===== config.mk =====
export PLATFORM = sky130hd
export DESIGN_NAME = par_rx9_flat
export DESIGN_NICKNAME = d
export VERILOG_FILES = /design/src/rtl/par_rx9_pkg.sv /design/src/rtl/par_rx9_if.sv /design/src/rtl/par_rx9_shift.sv /design/src/rtl/par_rx9.sv /design/src/flat_wrapper.sv
export SDC_FILE = /design/constraint.sdc
export NUM_CORES = 1
export LEC_CHECK = 0
export ABC_CLOCK_PERIOD_IN_PS = 6000
export BUFFER_PORTS_ARGS = -buffer_cell sky130_fd_sc_hd__buf_2
export CAP_MARGIN = 20
export CORE_ASPECT_RATIO = 0.5
export CORE_UTILIZATION = 40
export CTS_BUF_LIST = sky130_fd_sc_hd__clkbuf_8
export CTS_CLUSTER_DIAMETER = 80
export DETAILED_ROUTE_END_ITERATION = 8
export MAX_ROUTING_LAYER = met4
export PLACE_DENSITY = 0.64
export SLEW_MARGIN = 25
export SYNTH_ARGS = -nofsm -noshare
export SYNTH_HDL_FRONTEND = slang
export SYNTH_HIERARCHICAL = 1
export SYNTH_SLANG_ARGS = --single-unit

===== constraint.sdc =====
create_clock -name C -period 6 [get_ports C]
set_clock_uncertainty 0.2 [all_clocks]
set_input_delay 0.3 -clock C [delete_from_list [all_inputs] [get_ports C]]
set_output_delay 0.3 -clock C [all_outputs]
set_load 0.05 [all_outputs]

===== src/rtl/par_rx9_pkg.sv =====
// Shared types and helpers for the par_rx9 parity-checked serial receiver.
package par_rx9_pkg;

    typedef enum logic [1:0] {
        IDLE = 2'd0,
        DATA = 2'd1,
        PAR  = 2'd2,
        STOP = 2'd3
    } state_t;

    localparam int ERRCNT_W = 8;

    // 8-input XOR parity cell; narrower characters tie their upper inputs to 0.
    function automatic logic par_chk(input logic [7:0] data, input logic pbit, input logic odd);
        return (^data) ^ pbit ^ odd;
    endfunction

endpackage


===== src/rtl/par_rx9_if.sv =====
// Holding-register handshake between par_rx9 (master) and its consumer (slave).
interface par_rx9_if #(parameter int DATA_W = 8);
    logic [DATA_W-1:0] DOUT;
    logic              PERR;
    logic              FERR;
    logic              DVALID;
    logic              DREADY;
    logic              OVR;

    modport master (output DOUT, PERR, FERR, DVALID, OVR, input DREADY);
    modport slave  (input DOUT, PERR, FERR, DVALID, OVR, output DREADY);
endinterface


===== src/rtl/par_rx9_shift.sv =====
// LSB-first data shift register with a terminal-count down-counter; done pulses
// combinationally on the strobe that shifts in the last data bit.
module par_rx9_shift #(
    parameter int DATA_W = 8
) (
    input  logic              clk,
    input  logic              rst_n,
    input  logic              start_i,
    input  logic              en_i,
    input  logic              sin_i,
    output logic [DATA_W-1:0] data_o,
    output logic              done_o
);
    localparam int CNT_W = $clog2(DATA_W);
    localparam logic [CNT_W-1:0] CNT_LAST = CNT_W'(DATA_W - 1);

    logic [CNT_W-1:0]  cnt_q, cnt_d;
    logic [DATA_W-1:0] sh_q, sh_d;

    always_comb begin
        cnt_d = cnt_q;
        sh_d  = sh_q;
        if (start_i) begin
            cnt_d = CNT_LAST;
            sh_d  = '0;
        end else if (en_i) begin
            sh_d = {sin_i, sh_q[DATA_W-1:1]};
            if (cnt_q != '0) cnt_d = cnt_q - 1'b1;
        end
    end

    always_ff @(posedge clk) begin
        if (!rst_n) begin
            cnt_q <= '0;
            sh_q  <= '0;
        end else begin
            cnt_q <= cnt_d;
            sh_q  <= sh_d;
        end
    end

    assign data_o = sh_q;
    assign done_o = en_i & ~start_i & (cnt_q == '0);
endmodule


===== src/rtl/par_rx9.sv =====
// Parity-checked serial character receiver with a one-entry holding register.
// Optional saturating error counter enabled by PAR_RX9_ERRCNT_EN.
//   state | meaning
//   IDLE  | waiting for a start bit (SIN=0 on a BIT_EN strobe)
//   DATA  | shifting in DATA_W data bits, LSB first
//   PAR   | sampling the parity bit
//   STOP  | sampling the stop bit, then committing the character
module par_rx9
    import par_rx9_pkg::*;
#(
    parameter int DATA_W  = 8,
    parameter int PAR_ODD = 0
) (
    input  logic       C,
    input  logic       R_N,
    input  logic       BIT_EN,
    input  logic       SIN,
    output logic       BUSY,
    par_rx9_if.master  rx
`ifdef PAR_RX9_ERRCNT_EN
    ,
    input  logic                ERRCLR,
    output logic [ERRCNT_W-1:0] ERRCNT
`endif
);
    state_t            state_q, state_d;
    logic [DATA_W-1:0] dout_q, dout_d;
    logic              perr_q, perr_d;
    logic              ferr_q, ferr_d;
    logic              dvalid_q, dvalid_d;
    logic              ovr_q, ovr_d;
    logic              pfr_q, pfr_d;

    logic [DATA_W-1:0] sh_data;
    logic              sh_done;
    logic              commit, rd, load;

    par_rx9_shift #(.DATA_W(DATA_W)) u_shift (
        .clk     (C),
        .rst_n   (R_N),
        .start_i (BIT_EN & (state_q == IDLE) & ~SIN),
        .en_i    (BIT_EN & (state_q == DATA)),
        .sin_i   (SIN),
        .data_o  (sh_data),
        .done_o  (sh_done)
    );

    assign commit = BIT_EN & (state_q == STOP);
    assign rd     = dvalid_q & rx.DREADY;
    assign load   = commit & (~dvalid_q | rd);

    always_comb begin
        state_d  = state_q;
        dout_d   = dout_q;
        perr_d   = perr_q;
        ferr_d   = ferr_q;
        dvalid_d = dvalid_q;
        ovr_d    = ovr_q;
        pfr_d    = pfr_q;
        case (state_q)
            IDLE: if (BIT_EN && !SIN) state_d = DATA;
            DATA: if (sh_done) state_d = PAR;
            PAR: if (BIT_EN) begin
                pfr_d   = par_chk(8'(sh_data), SIN, PAR_ODD != 0);
                state_d = STOP;
            end
            STOP: if (BIT_EN) state_d = IDLE;
            default: state_d = IDLE;
        endcase
        if (rd) begin
            dvalid_d = 1'b0;
            ovr_d    = 1'b0;
        end
        // A full, unread register drops the new character instead of overwriting it.
        if (load) begin
            dout_d   = sh_data;
            perr_d   = pfr_q;
            ferr_d   = ~SIN;
            dvalid_d = 1'b1;
        end else if (commit) begin
            ovr_d = 1'b1;
        end
    end

    always_ff @(posedge C) begin
        if (!R_N) begin
            state_q  <= IDLE;
            dout_q   <= '0;
            perr_q   <= 1'b0;
            ferr_q   <= 1'b0;
            dvalid_q <= 1'b0;
            ovr_q    <= 1'b0;
            pfr_q    <= 1'b0;
        end else begin
            state_q  <= state_d;
            dout_q   <= dout_d;
            perr_q   <= perr_d;
            ferr_q   <= ferr_d;
            dvalid_q <= dvalid_d;
            ovr_q    <= ovr_d;
            pfr_q    <= pfr_d;
        end
    end

`ifdef PAR_RX9_ERRCNT_EN
    logic [ERRCNT_W-1:0] errcnt_q, errcnt_d;

    always_comb begin
        errcnt_d = errcnt_q;
        if (ERRCLR)
            errcnt_d = '0;
        else if (load && (pfr_q || !SIN) && (errcnt_q != '1))
            errcnt_d = errcnt_q + 1'b1;
    end

    always_ff @(posedge C) begin
        if (!R_N) errcnt_q <= '0;
        else      errcnt_q <= errcnt_d;
    end

    assign ERRCNT = errcnt_q;
`endif

    assign rx.DOUT   = dout_q;
    assign rx.PERR   = perr_q;
    assign rx.FERR   = ferr_q;
    assign rx.DVALID = dvalid_q;
    assign rx.OVR    = ovr_q;
    assign BUSY      = (state_q != IDLE);
endmodule

===== src/flat_wrapper.sv =====
// flat-port wrapper written by rule: the top's interface ports become plain ports
module par_rx9_flat import par_rx9_pkg::*;
#(
    parameter int DATA_W  = 8,
    parameter int PAR_ODD = 0
)
  (C, R_N, BIT_EN, SIN, BUSY, rx_DOUT, rx_PERR, rx_FERR, rx_DVALID, rx_OVR, rx_DREADY);
  par_rx9_if #(.DATA_W(DATA_W)) rx_i ();
  input  logic C;
  input  logic R_N;
  input  logic BIT_EN;
  input  logic SIN;
  output logic BUSY;
  output wire logic [$bits(rx_i.DOUT)-1:0] rx_DOUT;
  output wire logic [$bits(rx_i.PERR)-1:0] rx_PERR;
  output wire logic [$bits(rx_i.FERR)-1:0] rx_FERR;
  output wire logic [$bits(rx_i.DVALID)-1:0] rx_DVALID;
  output wire logic [$bits(rx_i.OVR)-1:0] rx_OVR;
  input wire logic [$bits(rx_i.DREADY)-1:0] rx_DREADY;
  assign rx_DOUT = rx_i.DOUT;
  assign rx_PERR = rx_i.PERR;
  assign rx_FERR = rx_i.FERR;
  assign rx_DVALID = rx_i.DVALID;
  assign rx_OVR = rx_i.OVR;
  assign rx_i.DREADY = rx_DREADY;
  par_rx9 #(.DATA_W(DATA_W), .PAR_ODD(PAR_ODD)) u_core (.C(C), .R_N(R_N), .BIT_EN(BIT_EN), .SIN(SIN), .BUSY(BUSY), .rx(rx_i));
endmodule

## Yosys cells after proc, flatten, opt, wreduce, memory -nomap -nowiden

Cells that the tools add are included.

| word-level totals | value |
|---|---|
| flip-flop bits (word level) | 26 |
| bits of input ports | 5 |
| output and inout port bits | 13 |
| logic and storage cells | 58 |

| operators by class | value |
|---|---|
| $add $sub $neg | 1 |
| equal/unequal tests | 7 |
| muxes and demuxes | 13 |
| bitwise logic cells | 14 |
| reductions and logical operators | 14 |

Operators with widths:

| kind | count |
|---|---|
| 3-bit two-way mux | 3 |
| 1-bit AND | 8 |
| 2-bit two-way mux | 4 |
| 2-bit case mux with 4 select lines | 1 |
| 2-bit nonzero test | 4 |
| 8-bit parity | 1 |
| 2-bit != test (second input constant) | 3 |
| 1-bit two-way mux | 5 |
| 2-bit equality test (second input constant) | 2 |
| 1-bit NOT | 4 |
| 2-bit AND reduction | 2 |
| 4-bit AND reduction | 1 |
| 3-bit logical NOT | 1 |
| 3-bit nonzero test | 1 |
| 3-bit by 1-bit subtractor with 3-bit output (second input constant) | 1 |
| 2-bit by 1-bit equality test with 1-bit output (second input constant) | 1 |
| 2-bit logical NOT | 1 |
| 2-bit by 1-bit != test with 1-bit output (second input constant) | 1 |
| 2-bit OR reduction | 1 |
| 1-bit logical AND | 1 |
| 1-bit logical NOT | 1 |
| 1-bit bitwise OR | 1 |
| 1-bit bitwise XOR | 1 |

## Depth between registers and ports, before layout

Gate-level depths: netlist of run 1.

| depth | value |
|---|---|
| word-level depth | 8 |
| mapped depth | 9 |
| mapped depth without buffers | 9 |

## By module

Netlist of run 1, hierarchy kept.

Modules (own cells, without submodules):

| module | times used | cells an instance | area an instance (sq um) | seq. area each (sq um) |
|---|---|---|---|---|
| par_rx9 | 1 | 74 | 734.5 | 300.3 |
| par_rx9_shift | 1 | 46 | 474.2 | 220.2 |

## Least setup slack after synthesis of run 1

Ideal clock, no wire load.

| timing | value |
|---|---|
| path kind | register to register |
| from | register u_core.state_q[0] |
| to | register u_core.state_q[0] |
| setup time | 0.091 ns |
| arrival | 1.913 ns |
| required time | 5.709 ns |
| path slack | 3.796 ns |
| stages on the path, launching flop included | 10 |
| path buffers | 0 |
| period minus slack after synthesis | 2.204 ns |
| path through | dfxtp_1 -> inv_1 -> ha_1 -> inv_1 -> nor3b_1 -> nor3b_1 -> nand2b_1 -> o211ai_1 -> nor2_1 -> a311oi_1 |

| on the way | value |
|---|---|
| word-level cells in the longest chain between the ends | 8 |
| elaborated cells between the ends (all ways) | 16 |
| those cells by class | eq/ne: 7; mux: 1; bitwise: 6; reduce/logical: 2 |

RTL lines:

| item | RTL line | RTL |
|---|---|---|
| start, declared | par_rx9.sv:26 | `state_t state_q, state_d;` |
| start signal, assigned | par_rx9.sv:95 | `state_q <= state_d;` |
| 2-bit logical NOT | par_rx9.sv:41 | `.start_i (BIT_EN & (state_q == IDLE) & ~SIN),` |
| 1-bit AND (2 in a row) | par_rx9.sv:41 |  |
| 1-bit NOT | par_rx9_shift.sv:43 | `assign done_o = en_i & ~start_i & (cnt_q == '0);` |
| 1-bit AND (*) (2 in a row) | par_rx9_shift.sv:43 |  |
| via u_core.sh_done | par_rx9.sv:35 | `logic sh_done;` |
| 2-bit by 1-bit != test with 1-bit output (no line) (*) | - |  |
| 4-bit AND reduction (no line) (*) | - |  |

The timed path passes the listed nets; every way through them passes the cells marked *.
A chain may end at the register's enable or synchronous reset.

## Final worst setup path of run 1

| timing | value |
|---|---|
| from | register u_core.state_q[1] |
| to | register u_core.state_q[1] |

The elaborated chain is that of the path after synthesis.

==> impl_metrics.toml, run 1 <==
[die]
die_x_um = 79.7
start_util_pct = 44.2
placementRows = 13
dieHeight_um = 40.9
core_area_um2 = 2730
ios = 18
die_area_um2 = 3260

[logic_synthesis]
yosysSeqAreaShare_pct = 43.1
ys_ff_latch = 26
syn_nets = 131
yosysTopAreaCell = "dfxtp_1"
synthTopCellsByArea = "dfxtp_1 (43%), mux2i_1 (14%), nor2_1 (6.5%), ha_1 (6.2%), inv_1 (1.9%)"
yosys_warnings = 6
syn_avg_cell_area_um2 = 10.1
syn_area_um2 = 1210
synth_cells = 120
synth_cell_types = 33
synth_top_area_share_pct = 43.1

[finish]
n_antenna_cell = 0
fillers = 262
final_core_util_pct = 50.6
fin_nets = 149
drive_above_1_share_pct = 19.0
final_common_cell = "dfxtp_1"
final_cell_mix = "dfxtp_1 (26), nor2_1 (21), buf_2 (17), mux2i_1 (17)"
final_design_area_no_fill_um2 = 1380
syn_to_final_growth_pct = 14.5

[place]
gp_congestion = 0.733
port_buffers = 17
hpwlAfterDp_mm = 1.50
place_area_um2 = 1310

[setup_path]
cp_num_buf_inv = 1
path_max_fanout = 14
critical-path-top-delay-family = "simple AND/OR/NAND/NOR gates"
worst-path-stages = 8
crit_type = "register to register"
worstRegToRegCells = 8
slowest_delay_ns = 0.57
r2r_end = "u_core/state_q[1]"
reg2reg_slack_ns = 3.66
end_kind = "register"
required_ns = 6.01
startpoint_type = "register"
crit_arrival_ns = 2.34
cpMaxStageDelayCell = "and2_1"
reg2reg_from = "u_core/state_q[1]"
crit_path_start = "u_core/state_q[1]"
worstPathCellList = "inv_1 -> ha_1 -> and2_1 -> nor3b_1 -> nand2b_1 -> o211ai_1 -> a21bo_2 -> a21oi_1"
crit_end = "u_core/state_q[1]"

[timing]
fin_tns_setup_ns = 0
max_freq_mhz = 428
finalHoldViolCount = 0
worstMarginPinSlew_ns = 0.710
setup_viol = 0
rsz0062_at_grt = "no"
slew_violations = 0
post-route-period-util_pct = 38.9
period_minus_slack_ns = 2.34
maxSlewHeadroom_pct = 52.4

[drt]
wl_per_cell_um = 12.1
final_antenna_net_count = 0
viasPerCell = 4.86
dr.first_iter.drc_count = 30
drt-total-wl_mm = 2.10
first_pass_iters = 4
drcViolationCount = 0
vias = 845

[power_and_ir_drop]
leakagePower_uw = 0.000575
irDropWorstVdd_v = 0.000177
power.total_uw = 467
p_per_area_nw_per_um2 = 338

[clock_network]
cts_buffer_depth = 2
clkLatencyLatePin_ns = 0.27
cts_resized = 0
htreeDepth = 1
cts_sinks = 26
cts_tree = "yes"
clk_transition_reported_paths_ns = 0.09
postCtsSetupRepairBufs = 0
cts-root-buf = "clkbuf_8"
cts_hold_buf = 0
cts_made_buffers = 3

[global_route]
grt_pass1_vias = 755
grt_pass1_wl_mm = 3.31
grt_use_total_pct = 14.8
antenna_found_initial = 0
grt_overflow = 0
grt_max_degree = 16

[outcome]
status = "finished clean"

[min_path]
hp-class = "input pin to register"

[run]
drv_cap = 0
## worst min path at each step
stage | start | end | slack (ns) | cells past startpoint
detailed placement | u_core/rx.DOUT[3] | u_core/rx.DOUT[3] | 0.28 | 2
finish | rx_DREADY | u_core/rx.OVR | 0.009 | 2
floorplan | SIN | u_core/rx.FERR | 0.19 | 1
CTS | rx_DREADY | u_core/rx.OVR | 0.005 | 2
global placement | u_core/rx.DOUT[2] | u_core/rx.DOUT[2] | 0.27 | 2
global route | rx_DREADY | u_core/rx.OVR | 0.02 | 2
## state kept, by name, indices dropped and copies added (netlist names), 2 cells and up
signal / cells
u_core/u_shift/data_o: 8
u_core/state_q: 2
u_core/u_shift/cnt_q: 3
u_core/rx.DOUT: 8
## per-stage QoR
stage	hold slack, ns	setup slack, ns	cells
3_3_place_gp	0.270	3.74	170
6_report	0.00931	3.66	174
5_1_grt	0.0160	3.54	174
2_1_floorplan	0.192	3.80	120
3_5_place_dp	0.278	3.68	170
4_1_cts	0.00537	3.65	174
## kinds of logic after synthesis
| family | count (synthesis) | share of synthesized area [%] |
|---|---|---|
| multiplexers | 17 | 14.1 |
| AO/OA/AOI/OAI | 12 | 7.97 |
| buffers and inverters | 10 | 4.14 |
| adder cells (fa/ha/maj) | 6 | 6.21 |
| AND/OR/NAND/NOR | 43 | 18.4 |
| XOR/XNOR | 6 | 6.11 |
| flip-flops | 26 | 43.1 |
## routing by layer
layer | share of wire (%) | track usage, %
met3 | 4.6 | 5.56
met5 | 0 | -
met4 | 1.3 | 5.36
met1 | 52 | 17.0
met2 | 42 | 24.8
## final cells by class
type	instances	area [µm²]	share of cell area, %
clock buffers	3	41.3	2.98
clock inverters	1	30.0	2.17
inverters	6	22.5	1.63
multi-input cells	84	638	46.1
flip-flops and latches	26	520	37.6
well taps	37	46.3	3.35
repair buffers	17	85.1	6.15
## power by group
part           internal [µW]  switching, µW
Combinational           49.6           79.5
Clock                   89.3           55.8
Sequential               184           8.95
## synthesized netlist by cell type, drive strengths merged
cell and count:
a211o 2, a211oi 2, a21bo 1, a21oi 2, a311oi 1, a31oi 1
and2 2, and3 2, buf 3, clkbuf 1, dfxtp 26, ha 6
inv 6, mux2i 17, nand2 4, nand2b 4, nand3 2, nand3b 2
nand4b 2, nor2 21, nor2b 1, nor3 1, nor3b 2, o211ai 2
o31a 1, xnor2 3, xnor3 1, xor2 2
Note: power is estimated with default switching activity, not from simulation.
==> inputs of run 2 (changes only) <==
--- a/config.mk
+++ b/config.mk
@@ -5,7 +5,8 @@
 export SDC_FILE = /design/constraint.sdc
 export NUM_CORES = 1
 export LEC_CHECK = 0
-export ABC_CLOCK_PERIOD_IN_PS = 6000
+export ABC_AREA = 1
+export ABC_CLOCK_PERIOD_IN_PS = 2040
 export BUFFER_PORTS_ARGS = -buffer_cell sky130_fd_sc_hd__buf_2
 export CAP_MARGIN = 20
 export CORE_ASPECT_RATIO = 0.5
@@ -14,7 +15,7 @@
 export CTS_CLUSTER_DIAMETER = 80
 export DETAILED_ROUTE_END_ITERATION = 8
 export MAX_ROUTING_LAYER = met4
-export PLACE_DENSITY = 0.64
+export PLACE_DENSITY = 0.66
 export SLEW_MARGIN = 25
 export SYNTH_ARGS = -nofsm -noshare
 export SYNTH_HDL_FRONTEND = slang
==> constraint.sdc (replaced) <==
create_clock -name C -period 2.04 [get_ports C]
set_clock_uncertainty 0.2 [all_clocks]
set_input_delay 0.102 -clock C [delete_from_list [all_inputs] [get_ports C]]
set_output_delay 0.102 -clock C [all_outputs]
set_load 0.05 [all_outputs]
==> run 2 against run 1 <==
Effect of this change: largest cell class unchanged; combinational power grew to 3.8 times the previous value; fmax is 33% higher; sequential power rose to 3.1 times the previous value; worst hold slack better by 0.26 ns; utilization is 3.0 points higher.
==> impl_metrics.toml, run 2 <==
[outcome]
status = "finished clean"

[power_and_ir_drop]
leakagePower_uw = 0.000721
irDropWorstVdd_v = 0.000492
p_per_area_nw_per_um2 = 1010

[timing]
rsz0062_at_grt = "no"
fin_tns_setup_ns = 0
max_freq_mhz = 569
finalHoldViolCount = 0
maxSlewHeadroom_pct = 78.4
period_minus_slack_ns = 1.76
slew_violations = 0
post-route-period-util_pct = 86.2
worstMarginPinSlew_ns = 0.324
setup_viol = 0

[finish]
fin_nets = 215
drive_above_1_share_pct = 16.3
n_antenna_cell = 0
syn_to_final_growth_pct = 18.7
final_cell_mix = "nand2_1 (54), dfxtp_1 (26), inv_1 (23), a21oi_1 (20), buf_2 (17)"
final_common_cell = "nand2_1"
fin_cells = 240
fillers = 276

[setup_path]
cpMostUsedCell = "inv_1"
crit_arrival_ns = 1.71
crit_type = "register to register"
end_kind = "register"
reg2reg_slack_ns = 0.28
path_max_fanout = 9
required_ns = 1.99
cpMaxStageDelayCell = "dfxtp_1"
startpoint_type = "register"
worstPathCellList = "inv_1 -> ha_1 -> nand2_1 -> inv_1 -> inv_2 -> nor3_1 -> o221ai_1 -> o21ai_0 -> a21oi_1"
slowest_delay_ns = 0.33

[clock_network]
postCtsSetupRepairBufs = 0
cts_sinks = 26
cts_buffer_depth = 2
clk_transition_reported_paths_ns = 0.08
cts_resized = 0
cts-root-buf = "clkbuf_8"
cts_tree = "yes"
clkLatencyLatePin_ns = 0.27
cts_made_buffers = 3
htreeDepth = 1

[min_path]
hp-class = "register to register"

[logic_synthesis]
async_reset_ff_share_pct = 0
ys.flop_type = "dfxtp_1"
syn_nets = 190
synth_edf_count = 0
syn_avg_cell_area_um2 = 7.02
synth.most_common_cell = "nand2_1"
yosysSeqAreaShare_pct = 41.4
synth.top_cells.by_count = "nand2_1 (54), dfxtp_1 (26), inv_1 (23)"
yosysTopAreaCell = "dfxtp_1"
synthTopCellsByArea = "dfxtp_1 (41%), nand2_1 (16%), a21oi_1 (8.0%), inv_1 (6.9%), ha_1 (6.0%)"
ys_ff_latch = 26
synth_top_area_share_pct = 41.4
syn_area_um2 = 1260
synth_cells = 179
yosys_warnings = 6
synth_cell_types = 23

[global_route]
grt_pass1_wl_mm = 4.11
grt_overflow = 0
grt_pass1_vias = 940
antenna_found_initial = 0
grt_use_total_pct = 16.5
grt_max_degree = 18

[place]
hpwlAfterDp_mm = 1.81
dpl.cell_count = 232
port_buffers = 17
gp_congestion = 0.757

[drt]
wl_per_cell_um = 10.1
vias = 1098
drt-total-wl_mm = 2.42
drcViolationCount = 0
dr.first_iter.drc_count = 62
final_antenna_net_count = 0
viasPerCell = 4.58
first_pass_iters = 4

[die]
start_util_pct = 45.2
die_area_um2 = 3380
die_x_um = 81.3
placementRows = 13
core_area_um2 = 2780
dieHeight_um = 41.6
ios = 18

[run]
drv_cap = 0
[run 2: cell count changes after synthesis, moves of 3 or more]
cell      delta
a21oi_1     +18
nand2_1     +50
inv_2        +4
nand2b_1     -3
o21ai_0     +11
inv_1       +17
mux2i_1     -17
nor2_1       -8
[run 2: kinds of logic after synthesis]
logic type	count (synthesis)	synth area share, %
xor gates and xnor gates	3	2.09
adders and majority gates	6	5.98
AOI/OAI and AO/OA	34	14.4
buffers and inverters	31	10.3
and+or+nand+nor	79	25.8
DFF	26	41.4
[run 2: worst max-delay path, delay by kind of cell, from the launching register on]
family          cells  cell delay (ns)
compound gates      3             0.46
flops               1             0.33
buf+inv             3             0.25
simple gates        2             0.23
fa+ha+maj           1             0.17
[run 2: final cells by class]
cell class	instances	area (µm²)	area share (%)
multi-input combinational	122	607	40.7
clock inverter	1	30.0	2.01
timing repair buffer	23	140	9.40
clock buffer	3	41.3	2.77
tap	37	46.3	3.10
sequential	26	520	34.9
inverter	28	106	7.13
[run 2: final timing paths]
path,to,cells past startpoint,start
max,u_core/state_q[1],9,u_core/state_q[1]
min,u_core/rx.PERR,2,u_core/pfr_q
max reg2reg,u_core/state_q[1],9,u_core/state_q[1]
min reg2reg,u_core/rx.PERR,2,u_core/pfr_q
[run 2: metal layers]
metal | track usage, % | wire length [µm] | vias to the layer above
met4 | 5.36 | 27 | 0
met2 | 23.0 | 989 | 19
met3 | 5.93 | 91 | 2
met5 | - | 0 | -
li1 | - | - | 609
met1 | 22.0 | 1310 | 468
[run 2: metrics by stage]
| stage | setup WS [ns] | utilization [%] | hold WS [ns] | cell area (µm²) | total power (µW) |
|---|---|---|---|---|---|
| 2_1_floorplan | 0.00386 | - | -0.00864 | 1260 | 988 |
| 3_3_place_gp | 0.320 | 49.6 | 0.130 | 1380 | 1080 |
| 3_5_place_dp | 0.293 | 49.6 | 0.129 | 1380 | 1090 |
| 4_1_cts | 0.277 | 53.6 | 0.268 | 1490 | 1530 |
| 5_1_grt | 0.136 | 53.6 | 0.300 | 1490 | 1620 |
| 6_report | 0.282 | 53.6 | 0.270 | 1490 | 1510 |
[run 2: power breakdown]
group          leakage [µW]  switching (µW)  internal, µW  total (µW)
Combinational      0.000474             339           151         491
Clock             0.0000357             163           263         426
Sequential         0.000211            33.9           562         596
[run 2: repair_timing]
action	in CTS	in global routing
endpoints found under the hold margin	14	0
hold buffers	4	0
setup endpoints to repair	0	0
